## src/rtl/wb_arb_pkg.sv

```systemverilog
// Shared definitions for the register-file writeback arbiter.
//   WB_DATA_W / WB_ADDR_W : default write-data and register-address widths.
//   wb_entry_t            : one queued writeback {register index, data}. The
//                           register field is named rd because "reg" is a
//                           keyword. Queues store the same layout as a flat
//                           vector {rd, data} so the widths can follow the
//                           top-level parameters.
package wb_arb_pkg;

    localparam int WB_DATA_W = 32;
    localparam int WB_ADDR_W = 5;

    typedef struct packed {
        logic [WB_ADDR_W-1:0] rd;
        logic [WB_DATA_W-1:0] data;
    } wb_entry_t;

endpackage

```

## src/rtl/wb_fifo.sv

```systemverilog
// Single-clock FIFO used as one requester's writeback queue.
//   Clk, Rst_n : clock, synchronous active-low reset (empties the queue)
//   push, din  : write an entry (caller guarantees !full)
//   pop, dout  : dout shows the head; pop removes it (caller guarantees !empty)
//   full/empty : derived from the registered occupancy count
module wb_fifo #(
    parameter int W     = 37,
    parameter int DEPTH = 2
) (
    input  logic         Clk,
    input  logic         Rst_n,
    input  logic         push,
    input  logic [W-1:0] din,
    input  logic         pop,
    output logic [W-1:0] dout,
    output logic         full,
    output logic         empty
);
    localparam int PW = $clog2(DEPTH);
    localparam logic [PW:0] FULL_CNT = (PW+1)'(DEPTH);

    logic [W-1:0]  mem [DEPTH];
    logic [PW-1:0] wptr, rptr;
    logic [PW:0]   cnt;

    // DEPTH is a power of two, so the pointers wrap on their own.
    always_ff @(posedge Clk) begin
        if (!Rst_n) begin
            wptr <= '0;
            rptr <= '0;
            cnt  <= '0;
        end else begin
            if (push) begin
                mem[wptr] <= din;
                wptr      <= wptr + 1'b1;
            end
            if (pop)
                rptr <= rptr + 1'b1;
            case ({push, pop})
                2'b10:   cnt <= cnt + 1'b1;
                2'b01:   cnt <= cnt - 1'b1;
                default: cnt <= cnt;
            endcase
        end
    end

    assign dout  = mem[rptr];
    assign full  = (cnt == FULL_CNT);
    assign empty = (cnt == '0);

endmodule

```

## src/rtl/reg_wb_arbiter.sv

```systemverilog
// Two-requester register-file writeback arbiter.
// Requester 0 (ALU) and requester 1 (load) each feed a DEPTH-entry queue; one
// head is popped per cycle (round-robin on contention) and drives a registered
// register-file write port. Entries targeting register 0 are dropped.
// Ports:
//   Clk, Rst_n                  : clock, synchronous active-low reset
//   ReqN_valid/ready/reg/data   : requester N push interface (N = 0, 1)
//   Reg_write/Write_reg/Write_data : registered write port
//   Grant                       : one-hot requester popped at the last edge
//   Idle                        : both queues empty and no write in flight
// Optional build macro WB_FWD_EN adds Read_reg1/2 inputs and
// Fwd_hit1/2, Fwd_data1/2 outputs that forward the current write.
module reg_wb_arbiter
    import wb_arb_pkg::*;
#(
    parameter int DATA_W = WB_DATA_W,
    parameter int ADDR_W = WB_ADDR_W,
    parameter int DEPTH  = 2
) (
    input  logic              Clk,
    input  logic              Rst_n,
    input  logic              Req0_valid,
    output logic              Req0_ready,
    input  logic [ADDR_W-1:0] Req0_reg,
    input  logic [DATA_W-1:0] Req0_data,
    input  logic              Req1_valid,
    output logic              Req1_ready,
    input  logic [ADDR_W-1:0] Req1_reg,
    input  logic [DATA_W-1:0] Req1_data,
    output logic              Reg_write,
    output logic [ADDR_W-1:0] Write_reg,
    output logic [DATA_W-1:0] Write_data,
    output logic [1:0]        Grant,
    output logic              Idle
`ifdef WB_FWD_EN
    ,
    input  logic [ADDR_W-1:0] Read_reg1,
    input  logic [ADDR_W-1:0] Read_reg2,
    output logic              Fwd_hit1,
    output logic              Fwd_hit2,
    output logic [DATA_W-1:0] Fwd_data1,
    output logic [DATA_W-1:0] Fwd_data2
`endif
);
    localparam int ENTRY_W = ADDR_W + DATA_W;

    logic [ENTRY_W-1:0] head0, head1, head;
    logic               full0, full1, empty0, empty1;
    logic               push0, push1, pop0, pop1;
    logic               last_grant;   // 1: requester 1 was served last
    logic [ADDR_W-1:0]  head_reg;
    logic [DATA_W-1:0]  head_data;

    assign Req0_ready = !full0;
    assign Req1_ready = !full1;
    assign push0      = Req0_valid && Req0_ready;
    assign push1      = Req1_valid && Req1_ready;

    // On contention the requester not served last wins; otherwise whichever
    // queue holds something is popped.
    always_comb begin
        pop0 = 1'b0;
        pop1 = 1'b0;
        if (!empty0 && !empty1) begin
            pop0 = last_grant;
            pop1 = !last_grant;
        end else begin
            pop0 = !empty0;
            pop1 = !empty1;
        end
    end

    assign head      = pop1 ? head1 : head0;
    assign head_reg  = head[ENTRY_W-1 -: ADDR_W];
    assign head_data = head[DATA_W-1:0];

    wb_fifo #(.W(ENTRY_W), .DEPTH(DEPTH)) u_fifo0 (
        .Clk   (Clk),
        .Rst_n (Rst_n),
        .push  (push0),
        .din   ({Req0_reg, Req0_data}),
        .pop   (pop0),
        .dout  (head0),
        .full  (full0),
        .empty (empty0)
    );

    wb_fifo #(.W(ENTRY_W), .DEPTH(DEPTH)) u_fifo1 (
        .Clk   (Clk),
        .Rst_n (Rst_n),
        .push  (push1),
        .din   ({Req1_reg, Req1_data}),
        .pop   (pop1),
        .dout  (head1),
        .full  (full1),
        .empty (empty1)
    );

    // Write address/data only move on a real write, so they hold across
    // idle cycles and dropped register-0 entries.
    always_ff @(posedge Clk) begin
        if (!Rst_n) begin
            Reg_write  <= 1'b0;
            Grant      <= 2'b00;
            Write_reg  <= '0;
            Write_data <= '0;
            last_grant <= 1'b1;
        end else begin
            Grant     <= {pop1, pop0};
            Reg_write <= (pop0 || pop1) && (head_reg != '0);
            if (pop0 || pop1) begin
                last_grant <= pop1;
                if (head_reg != '0) begin
                    Write_reg  <= head_reg;
                    Write_data <= head_data;
                end
            end
        end
    end

    assign Idle = empty0 && empty1 && !Reg_write;

`ifdef WB_FWD_EN
    assign Fwd_hit1  = Reg_write && (Write_reg == Read_reg1) && (Read_reg1 != '0);
    assign Fwd_hit2  = Reg_write && (Write_reg == Read_reg2) && (Read_reg2 != '0);
    assign Fwd_data1 = Fwd_hit1 ? Write_data : '0;
    assign Fwd_data2 = Fwd_hit2 ? Write_data : '0;
`endif

endmodule
```

## config.mk

```make
export PLATFORM = sky130hd
export DESIGN_NAME = reg_wb_arbiter
export DESIGN_NICKNAME = d
export VERILOG_FILES = /design/src/rtl/wb_arb_pkg.sv /design/src/rtl/wb_fifo.sv /design/src/rtl/reg_wb_arbiter.sv
export SDC_FILE = /design/constraint.sdc
export NUM_CORES = 1
export LEC_CHECK = 0
export CORE_MARGIN = 4
export CORE_UTILIZATION = 35
export CTS_CLUSTER_DIAMETER = 80
export DETAILED_ROUTE_END_ITERATION = 8
export SYNTH_ARGS = -nofsm -noshare
export SYNTH_HDL_FRONTEND = slang
export SYNTH_SLANG_ARGS = --single-unit
```

## constraint.sdc

```tcl
create_clock -name Clk -period 5.3 [get_ports Clk]
set_clock_uncertainty 0.05 [all_clocks]
set_input_delay 0.53 -clock Clk [delete_from_list [all_inputs] [get_ports Clk]]
set_output_delay 0.53 -clock Clk [all_outputs]
set_load 0.02 [all_outputs]
```

==> metrics <==
clock sink count=199; core area=approximately 22000 um^2; clock root buffer master=clkbuf_16; Total Wirelength=around 15000 um; min cycle time layout=roughly 2800 ps; gr usage total=0.129; final std cell area, no fill=9750 um^2; Final HPWL DP=10500 um; registers with the most flip-flops=u_fifo0.mem (74), u_fifo1.mem (74), Write_data (32); hold crit path type=register to register; Synth area leader=edfxtp_1; share of layout cells above drive strength 1=0.143; clock-pin slew on the worst setup and hold paths=about 70 ps; Remaining DRCs=0; vias in the first global route=4502; drt via density=4.75; Syn Nets=583; die width=157 um; Cells on Worst Hold Path=2; Seq cells post-synth=199; max-slew violation count=0; CP Class=primary input to register; Power Total=about 4.7 mW; HP Start=Write_data[19]; Starting DRT DRC Count=173; die area=~25000 um^2; Period Utilization, post-route=0.526; DRT Pass-1 Iters=6; global-route wire length before repair=23900 um; Crit-path slowest cell=nor3_2; asr flop ratio synth=0; Post-Synthesis Cells=503; Post-CTS Resized=0; PwrDens=between 400 and 500 nW/um^2; most used cell along the critical path=buf_4; RePlAce Congestion=0.749; r2r endpoint=Write_data[11]; status=complete, no violations; Post-CTS Setup Bufs=0; routed via count=4350; Max-Cap Viols=0; post-synth cell types=41; initial antenna violation count=0; Total Nets Final=703; top cell type's share of synthesized area=0.575; Max clock buf depth=2; Rows=54; Post-synth top flop=edfxtp_1; Post-Syn Area=7720 um^2; critical path required time=5340 ps; Final Hold Fails=0; Final Util=0.448; most frequent cell after synthesis=edfxtp_1; Antenna Nets Post-Route=0; Rel. slew slack=0.255; Avg Cell Area, Syn=15.4 um^2; Worst Hold End=Write_data[19]; R2R depth=5; grt total ovfl=0; CTS H-Tree Depth=4; worst reg2reg setup slack=about 2800 ps; CP endpoint kind=register; worst-path maximum fanout=70; antenna cells=0; placed inst area=around 9000 um^2; Setup TNS=0 ps; kind of start point of the critical path=primary input; CP Cell Sequence=buf_2, buf_4, inv_2, nor3_2, buf_4; cts hold-fix bufs=0; Area contributors post-synth=edfxtp_1 (58%), dfxtp_1 (13%), mux2i_1 (9.2%); crit-path max cell delay=790 ps; CTS buffer count=17; Seq/Total Area, Yosys=0.708; Arrival @ worst endpoint=2830 ps; Max Freq=about 360 MHz; final setup violating endpoints=0; PortBufs=120; top cells by count, synth=edfxtp_1 (148), mux2i_1 (71), nand2_1 (71), dfxtp_1 (51); RSZ-0062 raised after global routing=false; largest net degree at the start of global routing=71; clk_lat worst skew=~420 ps; routed len/inst=16.9 um; die height=about 160 um; TritonCTS clock tree=built; VDD IR max=0.000183 V; EDFF count, synth=148; Ports=about 120; yosys warns=0; P_leak=3.27 nW; Initial Utilization=0.355; Layout Area Growth over Synthesis=26.2%; Worst Tran Pin Value=1120 ps
layout make-up:
class                   count  area [um^2]
fillers                  1936        12000
flip-flops and latches    199         5470
multi-input cells         273         2100
repair buffers            129         1260
clock buffers              17          425
well taps                 280          350
clock inverters            15          128
inverters                   3         11.3
critical path, delay by kind of cell:
| family | cells | cell delay, ps |
|---|---|---|
| buffers and inverters | 4 | 1440 |
| and+or+nand+nor | 1 | 790 |
worst max path at each step:
stage / startpoint / to / cells after the start
after detailed placement: Rst_n / u_fifo1.mem[0][2] / 5
after floorplan: Rst_n / u_fifo0.mem[0][0] / 3
final: Rst_n / u_fifo1.mem[0][33] / 5
after CTS: Rst_n / u_fifo1.mem[0][5] / 5
after global placement: Rst_n / u_fifo1.mem[1][0] / 5
after global routing: Rst_n / u_fifo1.mem[0][29] / 5
power breakdown:
| group | internal, mW | leakage [nW] | switching (mW) |
|---|---|---|---|
| clock | 0.649 | 0.272 | 0.558 |
| combinational | 0.671 | 1.22 | 0.794 |
| sequential | 1.92 | 1.78 | 0.152 |
through the flow:
step	std cells	hold WS (ps)	setup slack (ps)
floorplan	503	413	1340
global placement	884	398	2110
detailed placement	884	405	2010
CTS	916	420	2470
global route	916	441	2240
finish	916	414	2510
placed cells by master (no fill, tap or decap), drive strengths merged:
cell,count
xor2,2
nand2b,2
ha,2
or3,2
a22o,1
nor3b,1
a211oi,1
o21ai,2
nor3,7
or4,1
nor2b,1
a32oi,1
mux2i,72
dfxtp,51
a21oi,6
xnor2,6
o211ai,33
buf,10
clkbuf,17
clkdlybuf4s50,119
clkinvlp,2
mux2,35
a32o,1
o21a,2
o211a,1
clkinv,8
or4b,1
o22ai,1
nor2,17
nand2,73
o2bb2ai,2
edfxtp,148
bufinv,1
inv,7
layer usage:
| metal | vias to the layer above | track usage | wire, um |
|---|---|---|---|
| li1 | 2114 | - | - |
| met1 | 2117 | 0.161 | 6600 |
| met2 | 100 | 0.217 | 7820 |
| met3 | 19 | 0.0348 | 770 |
| met4 | 0 | 0.0471 | 264 |
| met5 | - | 0 | 0 |
cell families (layout without fill, tap and decap cells):
family	Yosys count	after routing	share of synthesized area
adders and majority gates	2	2	0.00324
and+or+nand+nor	105	105	0.0601
xor gates and xnor gates	8	8	0.00907
buffers and inverters	31	164	0.0233
AOI/OAI and AO/OA	51	51	0.0518
muxes	107	107	0.145
DFF	199	199	0.708
Power figures use the tool's default switching activity.
